--- src/rtl/ofm_pkg.sv ---
`default_nettype none
// ============================================================================
// Module   : ofm_pkg
// Purpose  : Shared FSM encodings and TX beat field layout for the OFM TX path
// Revision : 1.0
// ============================================================================
package ofm_pkg;

    localparam int c_BEAT_W   = 73;
    localparam int c_LAST_BIT = 72;
    localparam int c_KEEP_HI  = 71;
    localparam int c_KEEP_LO  = 64;
    localparam int c_DATA_HI  = 63;
    localparam int c_DATA_LO  = 0;

    localparam logic [2:0] S_IDLE = 3'd0;
    localparam logic [2:0] S_XFER = 3'd1;
    localparam logic [2:0] S_DONE = 3'd2;

    typedef struct packed {
        logic        last;
        logic [7:0]  keep;
        logic [63:0] data;
    } beat_t;

endpackage
`default_nettype wire

--- src/rtl/ofm_tx_arb_if.sv ---
`default_nettype none
// ============================================================================
// Module   : ofm_tx_arb_if
// Purpose  : 64-bit AXI-Stream link from the TX arbiter to the 10GbE MAC
// Revision : 1.0
// ============================================================================
interface ofm_tx_arb_if;

    logic [63:0] tx_axis_mac_tdata;
    logic [7:0]  tx_axis_mac_tkeep;
    logic        tx_axis_mac_tvalid;
    logic        tx_axis_mac_tlast;
    logic        tx_axis_mac_tuser;
    logic        tx_axis_mac_tready;

    modport master (
        output tx_axis_mac_tdata,
        output tx_axis_mac_tkeep,
        output tx_axis_mac_tvalid,
        output tx_axis_mac_tlast,
        output tx_axis_mac_tuser,
        input  tx_axis_mac_tready
    );

    modport slave (
        input  tx_axis_mac_tdata,
        input  tx_axis_mac_tkeep,
        input  tx_axis_mac_tvalid,
        input  tx_axis_mac_tlast,
        input  tx_axis_mac_tuser,
        output tx_axis_mac_tready
    );

endinterface
`default_nettype wire

--- src/rtl/ofm_rr_pick.sv ---
`default_nettype none
// ============================================================================
// Module   : ofm_rr_pick
// Purpose  : Combinational two-way round-robin picker
// Revision : 1.0
// ============================================================================
module ofm_rr_pick (
    input  wire logic [1:0] req,
    input  wire logic       last_served,
    output logic            pick,
    output logic            any
);

    always_comb begin
        any  = |req;
        // On a tie the channel that did not go last wins; otherwise the lone requester.
        if (req == 2'b11) begin
            pick = ~last_served;
        end else begin
            pick = req[1];
        end
    end

endmodule
`default_nettype wire

--- src/rtl/ofm_tx_arb.sv ---
`default_nettype none
// ============================================================================
// Module   : ofm_tx_arb
// Purpose  : Frame-level round-robin arbiter of two TX queues onto the MAC
// Revision : 1.0
// ============================================================================
module ofm_tx_arb
    import ofm_pkg::*;
#(
    parameter int C_CNT_W = 16
) (
    input  wire logic               tx_clk,
    input  wire logic               rst,
    input  wire logic [1:0]         ctrl_fifo_empty,
    output logic      [1:0]         ctrl_fifo_rden,
    input  wire logic [72:0]        data_fifo_rdata0,
    input  wire logic [72:0]        data_fifo_rdata1,
    input  wire logic [1:0]         data_fifo_empty,
    output logic      [1:0]         data_fifo_rden,
    ofm_tx_arb_if.master            m_axis,
    output logic      [C_CNT_W-1:0] frame_cnt0,
    output logic      [C_CNT_W-1:0] frame_cnt1,
    output logic      [3:0]         ofm_tx_arb_dbg
);

    logic [2:0]         r_state;
    logic               r_grant;
    logic               r_last_served;
    logic [C_CNT_W-1:0] r_frame_cnt0;
    logic [C_CNT_W-1:0] r_frame_cnt1;

    logic               w_pick;
    logic               w_any;
    logic [72:0]        w_head;
    logic               w_xfer;
    logic               w_tvalid;
    logic               w_accept;

    localparam logic [C_CNT_W-1:0] c_ONE = {{(C_CNT_W-1){1'b0}}, 1'b1};

    ofm_rr_pick u_rr_pick (
        .req         (~ctrl_fifo_empty),
        .last_served (r_last_served),
        .pick        (w_pick),
        .any         (w_any)
    );

    // Outputs depend only on state, grant and FIFO heads; tready gates pops, never tvalid.
    always_comb begin
        w_head   = r_grant ? data_fifo_rdata1 : data_fifo_rdata0;
        w_xfer   = (r_state == S_XFER);
        w_tvalid = w_xfer & ~data_fifo_empty[r_grant];
        w_accept = w_tvalid & m_axis.tx_axis_mac_tready;

        m_axis.tx_axis_mac_tvalid = w_tvalid;
        m_axis.tx_axis_mac_tlast  = w_tvalid & w_head[c_LAST_BIT];
        m_axis.tx_axis_mac_tdata  = w_xfer ? w_head[c_DATA_HI:c_DATA_LO] : 64'd0;
        m_axis.tx_axis_mac_tkeep  = w_xfer ? w_head[c_KEEP_HI:c_KEEP_LO] : 8'd0;
        m_axis.tx_axis_mac_tuser  = 1'b0;

        data_fifo_rden = 2'b00;
        ctrl_fifo_rden = 2'b00;
        if (w_accept) begin
            data_fifo_rden[r_grant] = 1'b1;
        end
        if (r_state == S_DONE) begin
            ctrl_fifo_rden[r_grant] = 1'b1;
        end
    end

    always_ff @(posedge tx_clk) begin
        if (rst) begin
            r_state       <= S_IDLE;
            r_grant       <= 1'b0;
            r_last_served <= 1'b1;
            r_frame_cnt0  <= '0;
            r_frame_cnt1  <= '0;
        end else begin
            case (r_state)
                S_IDLE: begin
                    if (w_any) begin
                        r_grant <= w_pick;
                        r_state <= S_XFER;
                    end
                end
                S_XFER: begin
                    if (w_accept && w_head[c_LAST_BIT]) begin
                        r_state <= S_DONE;
                    end
                end
                S_DONE: begin
                    r_last_served <= r_grant;
                    if (r_grant) begin
                        r_frame_cnt1 <= r_frame_cnt1 + c_ONE;
                    end else begin
                        r_frame_cnt0 <= r_frame_cnt0 + c_ONE;
                    end
                    r_state <= S_IDLE;
                end
                default: begin
                    r_state <= S_IDLE;
                end
            endcase
        end
    end

    assign frame_cnt0     = r_frame_cnt0;
    assign frame_cnt1     = r_frame_cnt1;
    assign ofm_tx_arb_dbg = {r_grant, r_state};

endmodule
`default_nettype wire

--- src/flat_wrapper.sv ---
// flat-port wrapper written by rule: the top's interface ports become plain ports
module ofm_tx_arb_flat import ofm_pkg::*;
#(
    parameter int C_CNT_W = 16
)
  (tx_clk, rst, ctrl_fifo_empty, ctrl_fifo_rden, data_fifo_rdata0, data_fifo_rdata1, data_fifo_empty, data_fifo_rden, frame_cnt0, frame_cnt1, ofm_tx_arb_dbg, m_axis_tx_axis_mac_tdata, m_axis_tx_axis_mac_tkeep, m_axis_tx_axis_mac_tvalid, m_axis_tx_axis_mac_tlast, m_axis_tx_axis_mac_tuser, m_axis_tx_axis_mac_tready);
  ofm_tx_arb_if m_axis_i ();
  input  wire logic tx_clk;
  input  wire logic rst;
  input  wire logic [1:0] ctrl_fifo_empty;
  output logic      [1:0] ctrl_fifo_rden;
  input  wire logic [72:0] data_fifo_rdata0;
  input  wire logic [72:0] data_fifo_rdata1;
  input  wire logic [1:0] data_fifo_empty;
  output logic      [1:0] data_fifo_rden;
  output logic      [C_CNT_W-1:0] frame_cnt0;
  output logic      [C_CNT_W-1:0] frame_cnt1;
  output logic      [3:0] ofm_tx_arb_dbg;
  output wire logic [$bits(m_axis_i.tx_axis_mac_tdata)-1:0] m_axis_tx_axis_mac_tdata;
  output wire logic [$bits(m_axis_i.tx_axis_mac_tkeep)-1:0] m_axis_tx_axis_mac_tkeep;
  output wire logic [$bits(m_axis_i.tx_axis_mac_tvalid)-1:0] m_axis_tx_axis_mac_tvalid;
  output wire logic [$bits(m_axis_i.tx_axis_mac_tlast)-1:0] m_axis_tx_axis_mac_tlast;
  output wire logic [$bits(m_axis_i.tx_axis_mac_tuser)-1:0] m_axis_tx_axis_mac_tuser;
  input wire logic [$bits(m_axis_i.tx_axis_mac_tready)-1:0] m_axis_tx_axis_mac_tready;
  assign m_axis_tx_axis_mac_tdata = m_axis_i.tx_axis_mac_tdata;
  assign m_axis_tx_axis_mac_tkeep = m_axis_i.tx_axis_mac_tkeep;
  assign m_axis_tx_axis_mac_tvalid = m_axis_i.tx_axis_mac_tvalid;
  assign m_axis_tx_axis_mac_tlast = m_axis_i.tx_axis_mac_tlast;
  assign m_axis_tx_axis_mac_tuser = m_axis_i.tx_axis_mac_tuser;
  assign m_axis_i.tx_axis_mac_tready = m_axis_tx_axis_mac_tready;
  ofm_tx_arb #(.C_CNT_W(C_CNT_W)) u_core (.tx_clk(tx_clk), .rst(rst), .ctrl_fifo_empty(ctrl_fifo_empty), .ctrl_fifo_rden(ctrl_fifo_rden), .data_fifo_rdata0(data_fifo_rdata0), .data_fifo_rdata1(data_fifo_rdata1), .data_fifo_empty(data_fifo_empty), .data_fifo_rden(data_fifo_rden), .m_axis(m_axis_i), .frame_cnt0(frame_cnt0), .frame_cnt1(frame_cnt1), .ofm_tx_arb_dbg(ofm_tx_arb_dbg));
endmodule
--- config.mk ---
export PLATFORM = sky130hd
export DESIGN_NAME = ofm_tx_arb_flat
export DESIGN_NICKNAME = d
export VERILOG_FILES = /design/src/rtl/ofm_pkg.sv /design/src/rtl/ofm_tx_arb_if.sv /design/src/rtl/ofm_rr_pick.sv /design/src/rtl/ofm_tx_arb.sv /design/src/flat_wrapper.sv
export SDC_FILE = /design/constraint.sdc
export NUM_CORES = 1
export LEC_CHECK = 0
export CAP_MARGIN = 10
export CORE_AREA = 4 4 103 105
export DETAILED_ROUTE_END_ITERATION = 7
export DIE_AREA = 0 0 107 109
export PLACE_DENSITY = 0.78
export SLEW_MARGIN = 10
export SYNTH_ARGS = -nofsm -noshare
export SYNTH_HDL_FRONTEND = slang
export SYNTH_HIERARCHICAL = 1
export SYNTH_SLANG_ARGS = --single-unit
--- constraint.sdc ---
create_clock -name tx_clk -period 1.81 [get_ports tx_clk]
set_input_delay 0.2715 -clock tx_clk [delete_from_list [all_inputs] [get_ports tx_clk]]
set_output_delay 0.2715 -clock tx_clk [all_outputs]
set_load 0.02 [all_outputs]
==> results.tsv <==
stage	metric	value	unit
logic_synthesis	Synth async-reset ratio	0	
cts	CTS tree	done	
power	total power density per cell area	428	nW/um^2
setup_path	CP max-delay cell	dfxtp_4	
logic_synthesis	Avg Inst Size Synth	7.74	sq um
placement	RD Place Congestion	0.852	
route	drt pass-1 iters	4	
grt	first-pass GRT wire length	20000	um
setup_path	R2R depth	5	
floorplan	Die Footprint	11700	sq um
cts	CTS buffer count	5	
route	Vias/cell	4.80	
floorplan	effective utilization at floorplan	0.289	
grt	met1 usage	0.239	
sta	Final min period	1.81	ns
floorplan	core area	9640	sq um
grt	vias in the first global route	3856	
sta	Max Slew Vio Count	0	
cts	Max clock buf depth	2	
cts	CTS root buf	clkbuf_8	
grt	Most Crowded Layer GR	met2	
grt	pin count of the biggest net entering global routing	38	
final_layout	Area Growth Syn to Fin	108	%
sta	Final Hold Viols	0	
placement	pre-CTS setup slack	-0.413	ns
setup_path	CP Launch Type	flop	
setup_path	critical path class	reg2out	
setup_path	WP depth	5	
logic_synthesis	Compound-Gate Fraction of Synth Area	0.0463	
logic_synthesis	largest family of logic cells by synthesized area	simple AND/OR/NAND/NOR gates	
setup_path	crit path max fanout	11	
logic_synthesis	synth warn	6	
route	WL/cell	17.8	um
final_layout	layout cells sized above 1	0.210	
power	Tot Pwr	0.00248	W
logic_synthesis	number of flops mapped to enable cells by yosys	0	
grt	GRT met2 Usage	0.410	
route	DRT antenna net count	0	
route	initial DRC count	109	
worst_hold_path	Hold Crit Depth	1	
logic_synthesis	register area share after synthesis	0.259	
sta	setup TNS	0	ns
logic_synthesis	Top FF cell, synth	dfxtp_1	
setup_path	WP data arrival	1.54	ns
setup_path	Req. time, crit path	1.54	ns
grt	met3 usage	0.0521	
route	vias	3721	
placement	Detailed Place HPWL	11300	um
logic_synthesis	register bit total from synthesis	36	
sta	Final WS setup	0.00288	ns
floorplan	Ports	268	
floorplan	std cell rows	36	
cts	H-tree levels	2	
logic_synthesis	top-count cell post-synth	nor2_1	
power	P_leak	2.32	nW
floorplan	Die H	109	um
cts	Clock Sinks	36	
logic_synthesis	area share of and/or/nand/nor cells after synthesis	0.294	
setup_path	CP peak stage delay	0.37	ns
logic_synthesis	cells after synthesis	360	
sta	Max Clk Rate	553	MHz
setup_path	critical path, cell by cell	buf_12, mux2i_4, buf_4, nor2b_1, clkdlybuf4s15_2	
final_layout	final net count	796	
logic_synthesis	Area contributors post-synth	mux2i_1, dfxtp_1, nor2_1	
grt	total gr overflow	0	
placement	I/O Buffers	265	
sta	RSZ-0062 raised after global routing	true	
logic_synthesis	synthesized-area fraction occupied by adder cells	0.00898	
logic_synthesis	Post-synth top cells	nor2_1, mux2i_1, dfxtp_1	
floorplan	Chip Width	107	um
final_layout	utilization of the core after routing	0.602	
cts	clk slew on worst S/H paths	0.07	ns
sta	clk_skew	0.00525	ns
logic_synthesis	Syn Std Cell Area	2790	sq um
grt	All-Layer GR Usage	0.221	
route	DRC Markers	0	
sta	Final period util	0.998	
setup_path	buffers and inverters on the worst path	3	
power	peak supply drop	219	uV
flow_run	MaxCap Viol Count	0	
logic_synthesis	post-synthesis cell type count	37	
logic_synthesis	xor/xnor share of the synthesized area	0.0629	
logic_synthesis	mux share of post-synthesis cell area	0.269	
sta	final setup fails	0	
logic_synthesis	post-synth top area share	0.269	
cts	clk_lat worst skew	0.29	ns
grt	initial antenna violation count	2	
route	final WL	13800	um
setup_path	CP endpoint kind	primary output	
status	run status	finished clean	
setup_path	Top delay family on crit path	buffers and inverters	
logic_synthesis	Synth area leader	mux2i_1	
worst_hold_path	Hold Path Class	reg2reg	
## cells by family (layout without fill, tap and decap cells)
kind of cell / Yosys count / after routing
flip-flops: 36 / 36
buffers and inverters: 34 / 315
adder cells (fa/ha/maj): 2 / 2
AND/OR/NAND/NOR: 168 / 168
multiplexers: 75 / 75
XOR/XNOR: 20 / 20
AO/OA/AOI/OAI: 24 / 24
other: 1 / 3
## stage by stage
stage / hold slack [ns] / cell area, sq um / std cells
final: 0.477 / 5800 / 776
after global routing: 0.514 / 5800 / 776
after CTS: 0.474 / 5880 / 773
after detailed placement: 0.451 / 5780 / 760
after global placement: 0.450 / 5780 / 760
after floorplan: 0.436 / 2800 / 361
## registers in the layout (all words and copies together) (netlist names)
| register | flops |
|---|---|
| u_core/frame_cnt1 | 16 |
| u_core/r_last_served | 1 |
| u_core/frame_cnt0 | 16 |
| u_core/r_state | 2 |
| u_core/r_grant | 1 |
## worst paths after layout
check / start / endpoint / slack [ns]
max: u_core/r_grant / m_axis_tx_axis_mac_tlast / 0.003
max reg2reg: u_core/frame_cnt1[0] / u_core/frame_cnt1[14] / 0.17
min: u_core/r_last_served / u_core/r_last_served / 0.48
min reg2reg: u_core/r_last_served / u_core/r_last_served / 0.48
## final cells by class
| cell class | instances | area, sq um |
|---|---|---|
| fillers | 894 | 3840 |
| inverters | 6 | 23.8 |
| diodes | 1 | 2.50 |
| flip-flops and latches | 36 | 724 |
| repair buffers | 301 | 2830 |
| well taps | 133 | 166 |
| clock inverters | 2 | 10.0 |
| clock buffers | 6 | 82.6 |
| multi-input cells | 291 | 1960 |
## report_power, final
group | total (W) | internal [W] | switching [W]
Clock | 0.000595 | 0.000304 | 0.000292
Sequential | 0.000799 | 0.000794 | 0.00000499
Combinational | 0.00109 | 0.000595 | 0.000494
Total | 0.00248 | 0.00169 | 0.000790
## metal layers
layer / vias to the layer above / wire, um
met5: - / 13
met4: 2 / 424
met3: 31 / 937
met2: 160 / 7480
met1: 1727 / 4950
li1: 1801 / -
## layout by cell type, fill, tap and decap left out, types with 3 or more instances in the layout
cell             instances
and4_1                   3
a21oi_1                 12
nand3_1                  8
nor2_2                   4
clkinv_2                 3
nor2_1                  95
o21ai_0                  9
clkbuf_2                16
dfxtp_1                 35
mux2i_2                  3
nand2_1                 12
buf_2                   36
buf_4                   34
clkbuf_8                 6
nor4_1                   3
xor2_1                  14
clkdlybuf4s15_2         12
xnor2_1                  6
clkdlybuf4s50_1        187
and3_1                   8
nand4b_1                 3
mux2i_1                 71
inv_1                    5
buf_12                   9
or3_1                    7
nand4_1                 10
## timing repair
item,CTS,global route
pin swaps,1,2
gates resized for setup,230,47
setup buffers,3,1
gates cloned,2,1
hold buffers,0,0
endpoints found under the setup margin,71,55
Power figures use the tool's default switching activity.
